==> src/rtl/tdm_demux_8ch.sv <==
// rtl/tdm_demux_8ch.sv - 8-channel TDM receive demultiplexer with sync-based frame alignment
module tdm_demux_8ch #(
    parameter int WIDTH  = 1,
    parameter int NUM_CH = 8
) (
    input  logic                      clk,
    input  logic                      rst,
    input  logic [WIDTH-1:0]          din,
    input  logic                      din_valid,
    input  logic                      sync,
    output logic [NUM_CH*WIDTH-1:0]   ch_out,
    output logic [NUM_CH*WIDTH-1:0]   frame_out,
    output logic                      frame_valid,
    output logic [2:0]                ch_idx,
    output logic                      locked,
    output logic                      sync_err
);

    typedef enum logic {
        HUNT = 1'b0,
        RUN  = 1'b1
    } state_t;

    state_t                    state, state_n;
    logic [2:0]                idx_n;
    logic [NUM_CH*WIDTH-1:0]   ch_n;
    logic [NUM_CH*WIDTH-1:0]   frame_n;
    logic                      frame_valid_n;
    logic                      sync_err_n;

    always_ff @(posedge clk or posedge rst) begin
        if (rst) begin
            state       <= HUNT;
            ch_idx      <= '0;
            ch_out      <= '0;
            frame_out   <= '0;
            frame_valid <= 1'b0;
            sync_err    <= 1'b0;
        end else begin
            state       <= state_n;
            ch_idx      <= idx_n;
            ch_out      <= ch_n;
            frame_out   <= frame_n;
            frame_valid <= frame_valid_n;
            sync_err    <= sync_err_n;
        end
    end

    assign locked = (state == RUN);

    always_comb begin
        state_n       = state;
        idx_n         = ch_idx;
        ch_n          = ch_out;
        frame_n       = frame_out;
        frame_valid_n = 1'b0;
        sync_err_n    = 1'b0;

        if (din_valid) begin
            case (state)
                HUNT: begin
                    if (sync) begin
                        ch_n[0 +: WIDTH] = din;
                        idx_n            = 3'd1;
                        state_n          = RUN;
                    end
                end
                RUN: begin
                    if (sync && ch_idx != 3'd0) begin
                        // Realign on the new sync; the partial frame is abandoned.
                        sync_err_n       = 1'b1;
                        ch_n[0 +: WIDTH] = din;
                        idx_n            = 3'd1;
                    end else begin
                        for (int k = 0; k < NUM_CH; k++) begin
                            if (ch_idx == 3'(k)) begin
                                ch_n[k*WIDTH +: WIDTH] = din;
                            end
                        end
                        idx_n = ch_idx + 3'd1;
                        // Snapshot includes the ch7 sample landing at this same edge.
                        if (ch_idx == 3'(NUM_CH-1)) begin
                            frame_n       = ch_n;
                            frame_valid_n = 1'b1;
                        end
                    end
                end
                default: state_n = HUNT;
            endcase
        end
    end

endmodule

==> config.mk <==
export PLATFORM = sky130hd
export DESIGN_NAME = tdm_demux_8ch
export DESIGN_NICKNAME = d
export VERILOG_FILES = /design/src/rtl/tdm_demux_8ch.sv
export SDC_FILE = /design/constraint.sdc
export NUM_CORES = 1
export LEC_CHECK = 0
export BUFFER_PORTS_ARGS = -buffer_cell sky130_fd_sc_hd__buf_2
export CAP_MARGIN = 20
export CORE_UTILIZATION = 58
export CTS_BUF_LIST = sky130_fd_sc_hd__clkbuf_8
export CTS_CLUSTER_DIAMETER = 40
export DETAILED_ROUTE_END_ITERATION = 10
export PLACE_DENSITY = 0.86
export SYNTH_ARGS = -nofsm -noshare
export SYNTH_HDL_FRONTEND = slang
export SYNTH_SLANG_ARGS = --single-unit
==> constraint.sdc <==
create_clock -name clk -period 2.76 [get_ports clk]
set_input_delay 0.138 -clock clk [delete_from_list [all_inputs] [get_ports clk]]
set_output_delay 0.138 -clock clk [all_outputs]
set_load 0.005 [all_outputs]
Yosys cells after proc, flatten, opt, wreduce, memory -nomap -nowiden
Cells that the tools add are included.

Bits in registers: 22. Word-level logic and storage cells: 47. Bits of input ports: 5.

Bitwise gates (word level): 2. Mux-type cells: 23. Add/sub/neg operators: 1. Equality and inequality tests: 8. Reduce and logical (&&, ||, !) cells: 6.

Operator list (count): $mux W1 (19); $eq A3 B3 Y1 const B (4); $eq A3 B2 Y1 const B (2); $mux W3 (2); $pmux W3 S2 (1); $reduce_and A4 Y1 (1); $add A3 B1 Y3 const B (1); $eq A3 B1 Y1 const B (1); $logic_not A3 Y1 (1); $reduce_and A3 Y1 (1); $reduce_bool A3 Y1 (1); $ne A2 B2 Y1 const B (1); $not A1 Y1 (2); $pmux W1 S2 (1); $reduce_and A2 Y1 (1); $logic_and A1 B1 Y1 (1).

Logic depth before layout (Yosys ltp)
Gate-level depths: netlist of run 1.

Depth in word-level cells: 5. Mapped depth: 6. Depth with buffers taken out: 5.

Least setup slack after synthesis of run 1
OpenSTA, ideal clock, no wires.

Path kind: register to register. Start point: register ch_idx[0]. End point: register ch_out[7]. Setup slack: 1.097 ns. Stages on the path, launching flop included: 7. Arrival time: 1.538 ns. Data required time: 2.635 ns. Buffers on the path: 1. Clock period less this slack: 1.663 ns. Cell sequence: dfrtp_1 > inv_1 > ha_1 > nand2b_4 > buf_6 > a21oi_4 > mux2_2.

Longest elaborated chain between the ends: 4. Elaborated cells on any way between the ends: 6. Those cells by class: eq/ne: 1; mux: 1; bitwise: 1; reduce/logical: 3.

Ends and longest elaborated chain: from (decl) (RTL line 14) `output logic [2:0] ch_idx,`; from (signal assigned) (RTL line 41) `ch_idx <= idx_n;`; $reduce_bool A3 Y1 (RTL line 69) `if (sync && ch_idx != 3'd0) begin`; $logic_and A1 B1 Y1 (RTL line 69); $not A1 Y1 (no source line); $reduce_and A3 Y1 (no source line); to (signal assigned) (RTL line 42) `ch_out <= ch_n;`; to (decl) (RTL line 11) `output logic [NUM_CH*WIDTH-1:0] ch_out,`.

Parallel ways exist; a longest one is shown, timed or not. A chain may end at the register's enable or synchronous reset.

Worst setup path after layout of run 1
Start point: register ch_idx[0]. End point: register frame_out[3].

Longest elaborated chain between the ends: 4. Elaborated cells on any way between the ends: 7. Those cells by class: eq/ne: 2; mux: 1; bitwise: 1; reduce/logical: 3.

Ends and longest elaborated chain: $reduce_bool A3 Y1 (RTL line 69); $logic_and A1 B1 Y1 (RTL line 69); $not A1 Y1 (no source line); $reduce_and A4 Y1 (no source line); to (signal assigned) (RTL line 43) `frame_out <= frame_n;`; to (decl) (RTL line 12) `output logic [NUM_CH*WIDTH-1:0] frame_out,`.

Parallel ways exist; a longest one is shown, timed or not.

==> results of run 1 <==
-- synth_stat cells (2+ instances only) --
master | instances | share of area, %
nand2b_1 | 3 | 1.7
nand3_1 | 2 | 0.91
a21oi_1 | 2 | 0.91
inv_1 | 5 | 1.7
dfrtp_1 | 22 | 50
a211oi_1 | 2 | 1.4
ha_1 | 6 | 6.8
nand2_1 | 9 | 3.1
mux2_2 | 23 | 23
clkbuf_1 | 2 | 0.68
o21ai_0 | 2 | 0.91
a22o_1 | 2 | 1.6
buf_6 | 2 | 2.0
-- power by group --
| part | switching [W] | internal (W) |
|---|---|---|
| logic | 0.000197 | 0.000256 |
| clock network | 0.000107 | 0.000127 |
| registers | 0.0000885 | 0.000428 |
-- critical path, cell delays in order, from the launching register on --
cell	delay, ns
dfrtp_1	0.42
inv_1	0.13
ha_1	0.26
nand2b_4	0.12
a21oi_4	0.34
mux2_2	0.39
-- routing by layer --
metal / global-route usage [%] / up-vias / wire length (um)
met2: 42.3 / 25 / 1100
met3: 3.57 / 7 / 85
met1: 28.8 / 368 / 915
met4: 15.2 / 0 / 66
li1: - / 354 / -
met5: 0 / - / 0
-- final cells by class --
cell class,count,area share (%)
well taps,25,2.43
repair buffers,26,10.1
multi-input cells,56,39.0
inverters,5,1.46
flip-flops and latches,22,42.7
clock buffers,4,4.27
-- stage by stage --
stage               hold WS [ns]  worst slack [ns]  power (W)  area, um^2
floorplan                  0.127              1.10   0.000820        1100
global placement           0.320              1.04   0.000941        1230
detailed placement         0.333             0.969   0.000971        1230
CTS                       0.0456             0.953    0.00121        1290
global route               0.102             0.869    0.00128        1290
finish                    0.0246             0.976    0.00120        1290
-- registers in the layout, summed over array words and instances (netlist names) --
register / cells
frame_out: 8
sync_err: 1
locked: 1
ch_out: 8
ch_idx: 3
frame_valid: 1
-- cell families after synthesis --
kind of cell | count (synthesis) | synth area share, %
AO/OA/AOI/OAI | 9 | 6.24
multiplexers | 24 | 24.4
buffers and inverters | 9 | 4.43
adder cells (fa/ha/maj) | 6 | 6.81
flip-flops | 22 | 49.9
AND/OR/NAND/NOR | 17 | 8.17
-- worst max-delay path by stage --
stage	start	cells after the start	slack, ns	end
after global placement	ch_idx[0]	5	1.04	ch_out[7]
after detailed placement	ch_idx[0]	5	0.97	frame_out[3]
after CTS	ch_idx[0]	5	0.95	frame_out[3]
final	ch_idx[0]	5	0.98	frame_out[3]
after floorplan	ch_idx[0]	6	1.10	ch_out[7]
after global routing	ch_idx[0]	5	0.87	frame_out[3]
-- cells in the final DEF (no fill, tap or decap) --
master	netlist	routed
a211oi_1	2	2
a21oi_1	2	2
a21oi_4	1	1
a22o_1	2	2
and4b_1	1	1
buf_2	0	26
clkbuf_8	0	4
dfrtp_1	22	22
ha_1	6	6
inv_1	5	5
mux2_2	23	23
mux2i_1	1	1
nand2_1	9	9
nand2b_1	3	3
nand2b_4	1	1
nand3_1	2	2
nor2_1	1	1
o21ai_0	2	2
==> flow_summary.ini, run 1 <==
[route]
first_pass_iters = 4
vias = 754
drtIter0Drc = 6
viasPerCell = 5.46
wl_per_cell_um = 15.7
wirelength_mm = 2.17
ant_nets = 0
drc = 0

[worst_setup_path]
path_class = reg -> reg
endpoint_kind = flop
ff2ff_path_depth = 5
r2r_end = frame_out[3]
r2r_slack_ns = 0.98
setup.worst_path.start_class = flop
crit_required_ns = 2.92
timing.rr.start = ch_idx[0]
worstPathMaxFanout = 10
cp.arrival_ns = 1.94

[sta]
hold_viol = 0
worst_pin_slew_ns = 0.838
slew_headroom_pct = 44.1
fmax_mhz = 561
period_needed_ns = 1.78
setup-tns-final_ns = 0
setup_viol = 0
clock_skew_ns = 0.00206
rsz0062_at_grt = no
period_share_pct = 64.6
final-max-slew-violation-count = 0

[synthesis]
yosysWarningCount = 0
syn_area_um2 = 1100
syn_area_per_cell_um2 = 12.7
synth_cell_types = 18
synth_edf_count = 0
synth_ff_type = dfrtp_1
synthCells = 87
synth-seq-cells = 22
async_flop_share_pct = 100
seq_area_frac_synth_pct = 49.9
synthesis.nets = 98

[layout]
final_nets = 125
multi_input_area_um2 = 503
drive_gt1_share_pct = 48.7
area_growth_pct = 16.9
fin_util_pct = 73.8
nFillCells = 131
seq_area_um2 = 551
antenna_cells = 0
stdcell_count = 138

[global_routing]
overflow = 0
antenna_found_initial = 0
grt_pass1_wl_mm = 3.44
grt_pass1_vias = 738
grt_usage_pct = 24.7
grt_max_degree = 23

[pwr]
power_density_nw_per_um2 = 933
peakVddDrop_uv = 524
p_leak_nw = 0.668

[placement]
hpwl_mm = 1.50
dp.cells = 134
io_buffers = 26
gp_congestion = 0.771

[clocking]
tritoncts = yes
cts_hold_buf = 0
postCtsSetupBuffers = 0
path_clk_slew_ns = 0.08
cts_inserted_buffers = 3
clockBufferDepth = 2
cts-root-buf = clkbuf_8
cts_sinks = 22
cts_resized = 0
h-tree-depth = 1
clock_latency_ns = 0.27

[run]
cap_violations = 0

[min_path]
hp-class = in -> async

[run_status]
outcome = finished, final reports clean

[floorplanning]
rows = 15
dieArea_um2 = 2080
start_util_pct = 63.2
coreArea_um2 = 1750
ios = 27
fp.dieW_um = 45.6
die_h_um = 45.6
(Power assumes the default switching activity.)
==> inputs of run 2 (changes only) <==
Settings changed: CORE_UTILIZATION 58 to 49, PLACE_DENSITY 0.86 to 0.77.
Clock period 2.76 ns to 1.48 ns, I/O delays scaled along.
==> flow_summary.ini, run 2 (synthesis results as in run 1) <==
[worst_setup_path]
worst_setup_path_endpoint = frame_out[1]
critPathLaunch = ch_idx[0]
worstPathMaxFanout = 7
crit_required_ns = 1.63
cp.arrival_ns = 1.80
timing.rr.start = ch_idx[0]
r2r_end = frame_out[1]
path_class = reg -> reg
r2r_slack_ns = -0.16
ff2ff_path_depth = 6
setup.worst_path.start_class = flop
endpoint_kind = flop

[layout]
layout_common_cells = 26 x buf_2, 20 x dfrtp_1, 13 x mux2_4, 13 x buf_4, 10 x mux2_2
nFillCells = 129
area_growth_pct = 45.3
drive_gt1_share_pct = 65.9
final_nets = 141
layout_commonest_cell = buf_2
reg_top3 = ch_out (8), frame_out (8), ch_idx (3)
antenna_cells = 0

[sta]
setup_viol = 13
whs_ns = 0.157
clock_skew_ns = 0.00658
final-max-slew-violation-count = 0
hold_viol = 0
worst_pin_slew_ns = 0.344
period_needed_ns = 1.64
slew_headroom_pct = 76.8
period_share_pct = 111
rsz0062_at_grt = yes
worst_slack_ns = -0.164
fmax_mhz = 608
setup-tns-final_ns = -1.69

[placement]
gp_congestion = 0.745
hpwl_mm = 1.43
io_buffers = 26

[route]
vias = 821
drtIter0Drc = 7
wirelength_mm = 2.66
wl_per_cell_um = 17.0
ant_nets = 0
viasPerCell = 5.26
first_pass_iters = 4
drc = 0

[run]
cap_violations = 0

[floorplanning]
rows = 16
dieArea_um2 = 2440
ios = 27
coreArea_um2 = 2040
start_util_pct = 54.0
fp.dieW_um = 49.4
die_h_um = 49.4

[clocking]
cts-root-buf = clkbuf_8
tritoncts = yes
cts_inserted_buffers = 3
clock_latency_ns = 0.26
h-tree-depth = 1
path_clk_slew_ns = 0.09
cts_sinks = 22
clockBufferDepth = 2

[global_routing]
grt_max_degree = 23
grt_usage_pct = 19.4
grt_pass1_vias = 748
grt_pass1_wl_mm = 3.62
antenna_found_initial = 0
overflow = 0

[pwr]
peakVddDrop_uv = 1210
p_leak_nw = 0.786
power_density_nw_per_um2 = 1760

[run_status]
outcome = complete, but fails checks
violations = negative setup slack

[min_path]
hp-class = in -> reg
[run 2: area by class of cell]
class / count / area (um^2) / area share [%]
multi-input combinational: 56 / 642 / 40.1
sequential: 22 / 553 / 34.5
timing repair buffer: 42 / 283 / 17.7
clock buffer: 3 / 41.3 / 2.58
tap: 27 / 33.8 / 2.11
clock inverter: 1 / 30.0 / 1.87
inverter: 5 / 18.8 / 1.17
[run 2: timing repair]
item,in CTS,in global routing
gates resized for setup,8,22
endpoints found under the setup margin,12,13
pin swaps,2,3
cloned,0,1
hold buffers,1,0
setup buffers,2,7
hold endpoints to repair,22,0
[run 2: per-layer routing]
metal | track usage [%] | part of all wire [%] | vias up
met3 | 2.80 | 3.6 | 0
li1 | - | - | 384
met4 | 4.29 | 0 | 0
met1 | 27.0 | 44 | 412
met5 | 0 | 0 | -
met2 | 32.2 | 53 | 25
[run 2: critical path, cell delays in order, from the launching register on]
cell,delay (ns)
dfrtp_2,0.45
inv_2,0.11
ha_4,0.17
nand2b_4,0.09
a21oi_4,0.23
clkbuf_16,0.19
mux2_4,0.30
[run 2: through the flow]
| stage | instance area [um^2] | utilization, % | power, W | std cells | setup WS (ns) |
|---|---|---|---|---|---|
| floorplan | 1110 | - | 0.00155 | 87 | -0.0912 |
| global placement | 1290 | 63.4 | 0.00187 | 142 | -0.143 |
| detailed placement | 1290 | 63.4 | 0.00189 | 142 | -0.173 |
| CTS | 1440 | 70.3 | 0.00251 | 149 | -0.114 |
| global route | 1600 | 78.4 | 0.00297 | 156 | -0.203 |
| finish | 1600 | 78.4 | 0.00282 | 156 | -0.164 |
[run 2: how the worst min path moves through the flow]
stage,startpoint,endpoint,slack [ns],depth (start not counted)
final,sync,sync_err,0.16,3
after global placement,rst,frame_valid,0.11,3
after global routing,sync,sync_err,0.14,3
after CTS,din_valid,locked,0.13,3
after floorplan,rst,ch_idx[0],0.06,1
after detailed placement,rst,frame_valid,0.12,3
[run 2: report_power, final]
group / total [W] / switching (W) / internal, W
logic: 0.00128 / 0.000502 / 0.000779
registers: 0.000980 / 0.000177 / 0.000803
clock network: 0.000562 / 0.000201 / 0.000361
==> inputs of run 3 (changes only) <==
Settings changed: ABC_AREA from default to 1, CORE_UTILIZATION 49 to 48, PLACE_DENSITY 0.77 to 0.76.
==> flow_summary.ini, run 3 <==
[run_status]
outcome = finished, final reports clean

[worst_setup_path]
timing.rr.start = ch_idx[0]
crit_required_ns = 1.68
ff2ff_path_depth = 8
cpMostUsedCell = nand2_1
setup.worst_path.start_class = flop
worstPathMaxFanout = 8
endpoint_kind = flop
r2r_end = frame_out[7]
cp.arrival_ns = 1.60
critPathMaxStageDelay_ns = 0.39
slowest_stage = dfrtp_1
path_class = reg -> reg
r2r_slack_ns = 0.08
worstPathCellList = inv_1, ha_2, nand2_4, nand2_4, nand2_1, nor2_4, nand2_1, nand2_1

[synthesis]
synth_ff_type = dfrtp_1
synth_edf_count = 0
synth_compound_area_share_pct = 9.87
syn_area_per_cell_um2 = 8.52
synth-seq-cells = 22
synth_fa_ha_area_share_pct = 7.05
synth-xor-area-share_pct = 0
synth_top_family_by_area = simple AND/OR/NAND/NOR gates
yosysTopAreaCellShare_pct = 51.7
synth_mux_area_share_pct = 0
seq_area_frac_synth_pct = 51.7
netlist_top_cells_count = 54 x nand2_1, 22 x dfrtp_1, 15 x o21ai_0
synth_cell_types = 16
post-synth-top-count-cell = nand2_1
synthCells = 125
syn_area_um2 = 1060
yosys-top-cells-area = dfrtp_1 52%, nand2_1 19%, ha_1 7.1%, o21ai_0 7.1%, inv_1 4.6%
async_flop_share_pct = 100
synth-simple-area-share_pct = 25.7
yosys.area.top_type = dfrtp_1
synthesis.nets = 136
yosysWarningCount = 0

[pwr]
peakVddDrop_uv = 923
power_density_nw_per_um2 = 1780
p_leak_nw = 0.730
clockPowerShare_pct = 23.2
pwr-share-seq_pct = 39.6
internal-power_w = 0.00159
swShare_pct = 34.6
switching_power_w = 0.000838
power_frac_comb_pct = 37.2

[floorplanning]
dieArea_um2 = 2410
fp.dieW_um = 49.1
start_util_pct = 52.7
coreArea_um2 = 2020
die_h_um = 49.1
ios = 27
rows = 16

[layout]
antenna_cells = 0
final_nets = 172
nFillCells = 165
drive_gt1_share_pct = 28.1
reg_top3 = ch_out (8), frame_out (8), ch_idx (3)
area_growth_pct = 27.9
layout_common_cells = 54 x nand2_1, 26 x buf_2, 22 x dfrtp_1
layout_commonest_cell = nand2_1

[clocking]
h-tree-depth = 1
tritoncts = yes
clockBufferDepth = 2
cts_inserted_buffers = 3
cts_sinks = 22
cts-root-buf = clkbuf_8
clock_latency_ns = 0.26
path_clk_slew_ns = 0.08

[route]
drc = 0
viasPerCell = 5.10
first_pass_iters = 4
vias = 953
drtIter0Drc = 29
wirelength_mm = 2.32
wl_per_cell_um = 12.4
ant_nets = 0

[sta]
setup_viol = 0
period_share_pct = 94.3
clock_skew_ns = 0.00473
fmax_mhz = 717
worst_pin_slew_ns = 0.288
final-max-slew-violation-count = 0
setup-tns-final_ns = 0
whs_ns = 0.0759
slew_headroom_pct = 80.8
hold_viol = 0
period_needed_ns = 1.40

[global_routing]
grt_max_degree = 23
grt_pass1_wl_mm = 3.90
grt_usage_pct = 20.7
grt_pass1_vias = 910
antenna_found_initial = 0
overflow = 0

[min_path]
hold_start = din
worstHoldPathCells = 3
hp-class = in -> reg
min_to = ch_out[7]

[run]
cap_violations = 0

[placement]
hpwl_mm = 1.59
io_buffers = 26
gp_congestion = 0.800
[run 3: per-stage QoR]
step	std cells	worst slack, ns	total power [W]	instance area (um^2)	utilization [%]
after CTS	186	0.00595	0.00239	1330	65.9
after floorplan	125	0.115	0.00145	1060	-
after global routing	187	-0.0171	0.00260	1360	67.3
final	187	0.0850	0.00242	1360	67.3
after global placement	181	0.117	0.00177	1250	61.9
after detailed placement	181	0.0523	0.00182	1250	61.9
[run 3: logic make-up (layout without fill, tap and decap cells)]
family,count (synthesis),after routing
AND/OR/NAND/NOR,64,64
flip-flops,22,22
AO/OA/AOI/OAI,18,18
buffers and inverters,15,50
adder cells (fa/ha/maj),6,6
[run 3: worst max path at each step]
stage / startpoint / end / slack, ns / cells after the start
after detailed placement: ch_idx[0] / ch_out[7] / 0.05 / 7
after global routing: ch_idx[0] / ch_out[0] / -0.02 / 7
after global placement: ch_idx[1] / ch_idx[0] / 0.12 / 8
after floorplan: ch_idx[0] / frame_out[0] / 0.11 / 7
final: ch_idx[0] / frame_out[7] / 0.08 / 8
after CTS: ch_idx[0] / frame_out[7] / 0.006 / 7
[run 3: cell type report]
type | count | area [um^2] | area share [%]
sequential | 22 | 551 | 40.4
multi-input combinational | 88 | 472 | 34.7
timing repair buffer | 32 | 181 | 13.3
inverter | 14 | 52.6 | 3.86
clock buffer | 3 | 41.3 | 3.03
tap | 27 | 33.8 | 2.48
clock inverter | 1 | 30.0 | 2.21
[run 3: power by group through the flow]
stage                     Clock, W  Combinational [W]  Sequential (W)
after floorplan                  0           0.000451        0.000997
final                     0.000562           0.000902        0.000959
after global routing      0.000586            0.00103        0.000992
after detailed placement         0           0.000852        0.000967
after global placement           0           0.000819        0.000955
after CTS                 0.000567           0.000865        0.000957
[run 3: routing by layer]
metal	GRT usage (%)	up-vias	share of wire, %
met2	37.7	42	52
met4	6.37	0	1.3
met5	0	-	0
met1	25.7	445	41
li1	-	461	-
met3	1.87	5	5.4
[run 3: worst max-delay path: cells and delay by family (launching register included)]
family                     cells  cell delay (ns)
and+or+nand+nor                6             0.63
buffers and inverters          1             0.09
adders and majority gates      1             0.22
DFF                            1             0.39
[run 3: timing repair]
action | in CTS | in global routing
endpoints found under the hold margin | 22 | 0
hold buffers | 1 | 0
setup buffers | 0 | 1
endpoints found under the setup margin | 0 | 12
resized for setup | 0 | 6
